File: config.mk
export PLATFORM = sky130hd
export DESIGN_NAME = keypad_emulator
export DESIGN_NICKNAME = d
export VERILOG_FILES = /design/src/rtl/keypad_emulator.sv
export SDC_FILE = /design/constraint.sdc
export NUM_CORES = 1
export LEC_CHECK = 0
export ABC_AREA = 1
export BUFFER_PORTS_ARGS = -buffer_cell sky130_fd_sc_hd__buf_2
export CAP_MARGIN = 20
export CORE_ASPECT_RATIO = 1.75
export CORE_MARGIN = 5
export CORE_UTILIZATION = 30
export DETAILED_ROUTE_END_ITERATION = 7
export SLEW_MARGIN = 20
export SYNTH_ARGS = -nofsm -noshare
export SYNTH_HDL_FRONTEND = slang
export SYNTH_SLANG_ARGS = --single-unit
File: constraint.sdc
create_clock -name clk_i -period 1.7 [get_ports clk_i]
set_clock_uncertainty 0.1 [all_clocks]
set_input_delay 0.085 -clock clk_i [delete_from_list [all_inputs] [get_ports clk_i]]
set_output_delay 0.085 -clock clk_i [all_outputs]
set_load 0.02 [all_outputs]
File: src/rtl/keypad_emulator.sv
// Responder-side model of a 3x4 matrix keypad: drives active-low column lines from the scan
// select so that a requested key appears held for a fixed number of frames, then released.
module keypad_emulator #(
    parameter int unsigned HoldFrames = 4,
    parameter int unsigned GapFrames  = 2,
    parameter logic [2:0]  SelLast    = 3'b101
) (
    input  logic       clk_i,
    input  logic       rst_ni,
    input  logic [2:0] sel_i,
    input  logic       req_i,
    input  logic [3:0] key_i,
    output logic [2:0] column_o,
    output logic       busy_o,
    output logic       done_o,
    output logic       key_err_o
);

    typedef enum logic [2:0] {StIdle, StSync, StPress, StGap, StDone} state_e;

    localparam logic [3:0] HoldLast = 4'(HoldFrames - 1);
    localparam logic [3:0] GapLast  = 4'(GapFrames - 1);

    state_e     state_q;
    logic [3:0] key_q;
    logic [3:0] cnt_q;
    logic [2:0] sel_prev_q;
    logic       busy_q;
    logic       done_q;
    logic       key_err_q;

    logic       frame_tick;
    logic       hold_end;
    logic       key_visible;
    logic [1:0] key_row;
    logic [2:0] key_col;

    assign frame_tick = (sel_prev_q == SelLast) && (sel_i == 3'b000);
    assign hold_end   = frame_tick && (cnt_q == HoldLast);

    // Key shows up in the tick cycle that starts the first frame and vanishes on the last tick.
    assign key_visible = ((state_q == StSync) && frame_tick) ||
                         ((state_q == StPress) && !hold_end);

    always_comb begin
        key_row = 2'd0;
        key_col = 3'b111;
        case (key_q)
            4'h1: begin key_row = 2'd0; key_col = 3'b011; end
            4'h2: begin key_row = 2'd0; key_col = 3'b101; end
            4'h3: begin key_row = 2'd0; key_col = 3'b110; end
            4'h4: begin key_row = 2'd1; key_col = 3'b011; end
            4'h5: begin key_row = 2'd1; key_col = 3'b101; end
            4'h6: begin key_row = 2'd1; key_col = 3'b110; end
            4'h7: begin key_row = 2'd2; key_col = 3'b011; end
            4'h8: begin key_row = 2'd2; key_col = 3'b101; end
            4'h9: begin key_row = 2'd2; key_col = 3'b110; end
            4'hA: begin key_row = 2'd3; key_col = 3'b011; end
            4'h0: begin key_row = 2'd3; key_col = 3'b101; end
            4'hB: begin key_row = 2'd3; key_col = 3'b110; end
            default: begin key_row = 2'd0; key_col = 3'b111; end
        endcase
    end

    always_comb begin
        column_o = 3'b111;
        if (key_visible && !sel_i[2] && (sel_i[1:0] == key_row)) begin
            column_o = key_col;
        end
    end

    always_ff @(posedge clk_i or negedge rst_ni) begin
        if (!rst_ni) begin
            state_q    <= StIdle;
            key_q      <= 4'd0;
            cnt_q      <= 4'd0;
            sel_prev_q <= 3'b000;
            busy_q     <= 1'b0;
            done_q     <= 1'b0;
            key_err_q  <= 1'b0;
        end else begin
            sel_prev_q <= sel_i;
            done_q     <= 1'b0;
            key_err_q  <= 1'b0;
            case (state_q)
                StIdle: begin
                    if (req_i) begin
                        if (key_i <= 4'hB) begin
                            key_q   <= key_i;
                            busy_q  <= 1'b1;
                            state_q <= StSync;
                        end else begin
                            key_err_q <= 1'b1;
                        end
                    end
                end
                StSync: begin
                    if (frame_tick) begin
                        cnt_q   <= 4'd0;
                        state_q <= StPress;
                    end
                end
                StPress: begin
                    if (hold_end) begin
                        cnt_q   <= 4'd0;
                        state_q <= StGap;
                    end else if (frame_tick) begin
                        cnt_q <= cnt_q + 4'd1;
                    end
                end
                StGap: begin
                    if ((GapFrames == 0) || (frame_tick && (cnt_q == GapLast))) begin
                        done_q  <= 1'b1;
                        busy_q  <= 1'b0;
                        state_q <= StDone;
                    end else if (frame_tick) begin
                        cnt_q <= cnt_q + 4'd1;
                    end
                end
                StDone: begin
                    state_q <= StIdle;
                end
                default: begin
                    state_q <= StIdle;
                end
            endcase
        end
    end

    assign busy_o    = busy_q;
    assign done_o    = done_q;
    assign key_err_o = key_err_q;

endmodule

==> metrics.md <==
| Metric | Value |
|---|---|
| Status | finished with violations |
| Failing checks | negative setup slack |
| TritonCTS clock tree | yes |
| Dpl hpwl | 1.993 mm |
| Clock Sinks | 17 |
| Clock slew at reported path FFs | 0.06 ns |
| Seq/Total Area, Yosys | 38.64% |
| Total Routing Usage GR | 10.73% |
| Crit path arrival time | 1.72 ns |
| Hold WC Path Type | input port to flop |
| Number of nets with antenna violations after routing | 0 |
| Drt wl/cell | 11.67 um |
| First-pass GRT wire length | 4.485 mm |
| Longest Clk Path Bufs | 2 |
| Synth area leaders | dfrtp_1, nand2_1, ha_1, nand3_1, nor2_1 |
| WS Path Type | flop to output port |
| Worst-margin pin slew | 0.3890 ns |
| Die ar. | 5029 um^2 |
| Final number of hold-violating endpoints | 0 |
| Synth top area share | 38.64% |
| Core area | 3592 um^2 |
| #FFs+latches synth | 17 |
| Syn Inst Count | 141 |
| Placed instance area | 1294 um^2 |
| Num rows | 29 |
| Mapped Nets | 158 |
| Number of diodes | 0 |
| Synth warnings | 0 |
| Worst path most repeated cell | nand3_1 |
| Tcrit/Tclk final | 112.0% |
| Clk_lat worst skew | 0.24 ns |
| Final #Nets | 198 |
| Crit-path leading delay family | simple AND/OR/NAND/NOR gates |
| Iter 0 DRT Violations | 19 |
| DIE WIDTH | 55.80 um |
| Pins Over Slew Limit | 0 |
| Port bufs | 15 |
| Setup ws final | -0.2034 ns |
| Ports | 16 |
| Via count | 1,053 |
| Buf/Inv on CP | 2 |
| FILL cells | 367 |
| Final instance area | 1494 um^2 |
| First-pass DRT Iterations | 4 |
| Final WL | 2.637 mm |
| Clock period minus worst slack | 1.903 ns |
| Root buffer cell | clkbuf_8 |
| Initial antenna violation count | 0 |
| Via density per instance | 4.659 |
| CP max-delay cell | dfrtp_1 |
| Distinct cells, synth | 24 |
| Max Clk Rate | 525.4 MHz |
| Post-Syn Area | 1101 um^2 |
| Fraction of layout cells with a size suffix above 1 | 27.78% |
| Largest net degree at the start of global routing | 18 |
| H-tree depth | 1 |
| CP Capture Type | output port |
| Required time worst endpoint | 1.51 ns |
| Initial cell density of the core | 30.65% |
| VDD IR max | 569.7 uV |
| Worst setup SP type | flop |
| Slew headroom | 74.06% |
| Max FO, Critical Path | 3 |
| Cell Chain, Critical Path | buf_4 -> ha_1 -> nand2_1 -> nand3_1 -> xnor2_1 -> nor2_2 -> nand3_1 -> buf_6 |
| Total power divided by cell area | 1408 nW/um^2 |
| Vias in the first global route | 1,066 |
| Leakage | 0.0007316 uW |
| Fin util | 41.59% |
| Largest stage delay, worst path | 0.41 ns |
| Final setup viols | 3 |
| GP Congestion | 0.8204 |
| RSZ-0062 raised after global routing | yes |
| Die Y-Extent | 90.14 um |
| R2R Setup Slk | 0.21 ns |
| Grt ovf | 0 |
| DR DRC count | 0 |
| Yosys top cell by area | dfrtp_1 |
| Total CTS buffers | 3 |
| Post-Synthesis Mean Instance Area | 7.809 um^2 |
| # Max-Cap Violations | 0 |
| Area grow syn2layout | 35.68% |
cell usage in the layout, fill, tap and decap left out, types with 2 or more instances in the layout:
master / Yosys / layout
xnor2_1: 2 / 2
inv_2: 4 / 6
o21ai_0: 8 / 7
dlygate4sd3_1: 0 / 7
nand4_1: 4 / 4
buf_2: 0 / 13
o21ai_1: 1 / 2
nor2_1: 16 / 14
clkbuf_8: 0 / 3
buf_6: 0 / 3
a21oi_1: 8 / 8
nand2_1: 35 / 35
ha_4: 0 / 2
ha_1: 7 / 5
dfrtp_1: 17 / 16
buf_4: 0 / 12
nand3_1: 14 / 14
inv_1: 12 / 10
nor2_2: 2 / 4
synth_stat cells (all sizes together):
cell type	n
nand2	36
nor2	19
dfrtp	17
inv	16
nand3	16
o21ai	10
a21oi	8
ha	7
nand4	4
xnor2	2
a21boi	1
a22oi	1
nor3	1
nor3b	1
o221ai	1
xor2	1
power by group:
part           switching (uW)  internal (uW)
registers                 127            516
logic                     690            481
clock network             123            166
worst reg2reg max path, delay by kind of cell (launching register included):
family	cells	cell delay, ns
flip-flops	1	0.38
buffers and inverters	3	0.28
AND/OR/NAND/NOR	3	0.23
AO/OA/AOI/OAI	1	0.21
adder cells (fa/ha/maj)	1	0.18
per-layer routing:
metal,wire length (um),track usage (%),vias to the layer above
li1,-,-,542
met1,1017,11.10,482
met2,1459,20.36,21
met3,85,1.433,8
met4,74,5.274,0
met5,0,0,-
final cells by class:
cell class | instances | area (um^2) | area share, %
Multi-Input combinational cell | 108 | 645.6 | 43.22
Inverter | 16 | 60.06 | 4.020
Clock buffer | 4 | 45.04 | 3.015
Sequential cell | 17 | 426.7 | 28.56
Tap cell | 46 | 57.56 | 3.853
Timing Repair Buffer | 35 | 259.0 | 17.34
registers in the layout, indices dropped and copies added (netlist names):
| signal | flops |
|---|---|
| key_err_o | 1 |
| key_q | 4 |
| busy_o | 1 |
| done_o | 1 |
| sel_prev_q | 3 |
| state_q | 3 |
| cnt_q | 4 |
final timing paths:
kind | start | endpoint | depth (start not counted)
worst min-delay path | key_i[0] | key_q[0] | 3
worst max register to register | cnt_q[1] | cnt_q[1] | 8
worst min register to register | busy_o | busy_o | 2
worst max-delay path | key_q[1] | column_o[0] | 8
max in group asynchronous | rst_ni | key_q[0] | 2
min in group asynchronous | rst_ni | state_q[2] | 2
metrics by stage:
stage	setup slack (ns)	cells	hold slack, ns	total power, uW	setup TNS (ns)
final	-0.2034	226	0.007509	2104	-0.5813
after global routing	-0.3464	226	0.004077	2294	-0.9926
after CTS	-0.2188	224	0.008255	2058	-0.6144
after detailed placement	0.004690	210	-0.06320	1651	0
after global placement	0.05516	210	-0.06337	1648	0
after floorplan	0.1559	141	-0.3106	1330	0
repair_timing:
item,CTS,global route
hold endpoints to repair,22,0
buffers inserted,3,2
pin swaps,5,3
endpoints found under the setup margin,3,3
hold buffers,7,0
resized for setup,10,5
logic make-up after synthesis:
family | share of synthesized area, %
buffers and inverters | 5.454
xor gates and xnor gates | 2.387
AOI/OAI and AO/OA | 11.36
DFF | 38.64
and+or+nand+nor | 34.21
adders and majority gates | 7.954
No activity file was read; power rests on OpenSTA's default activity.
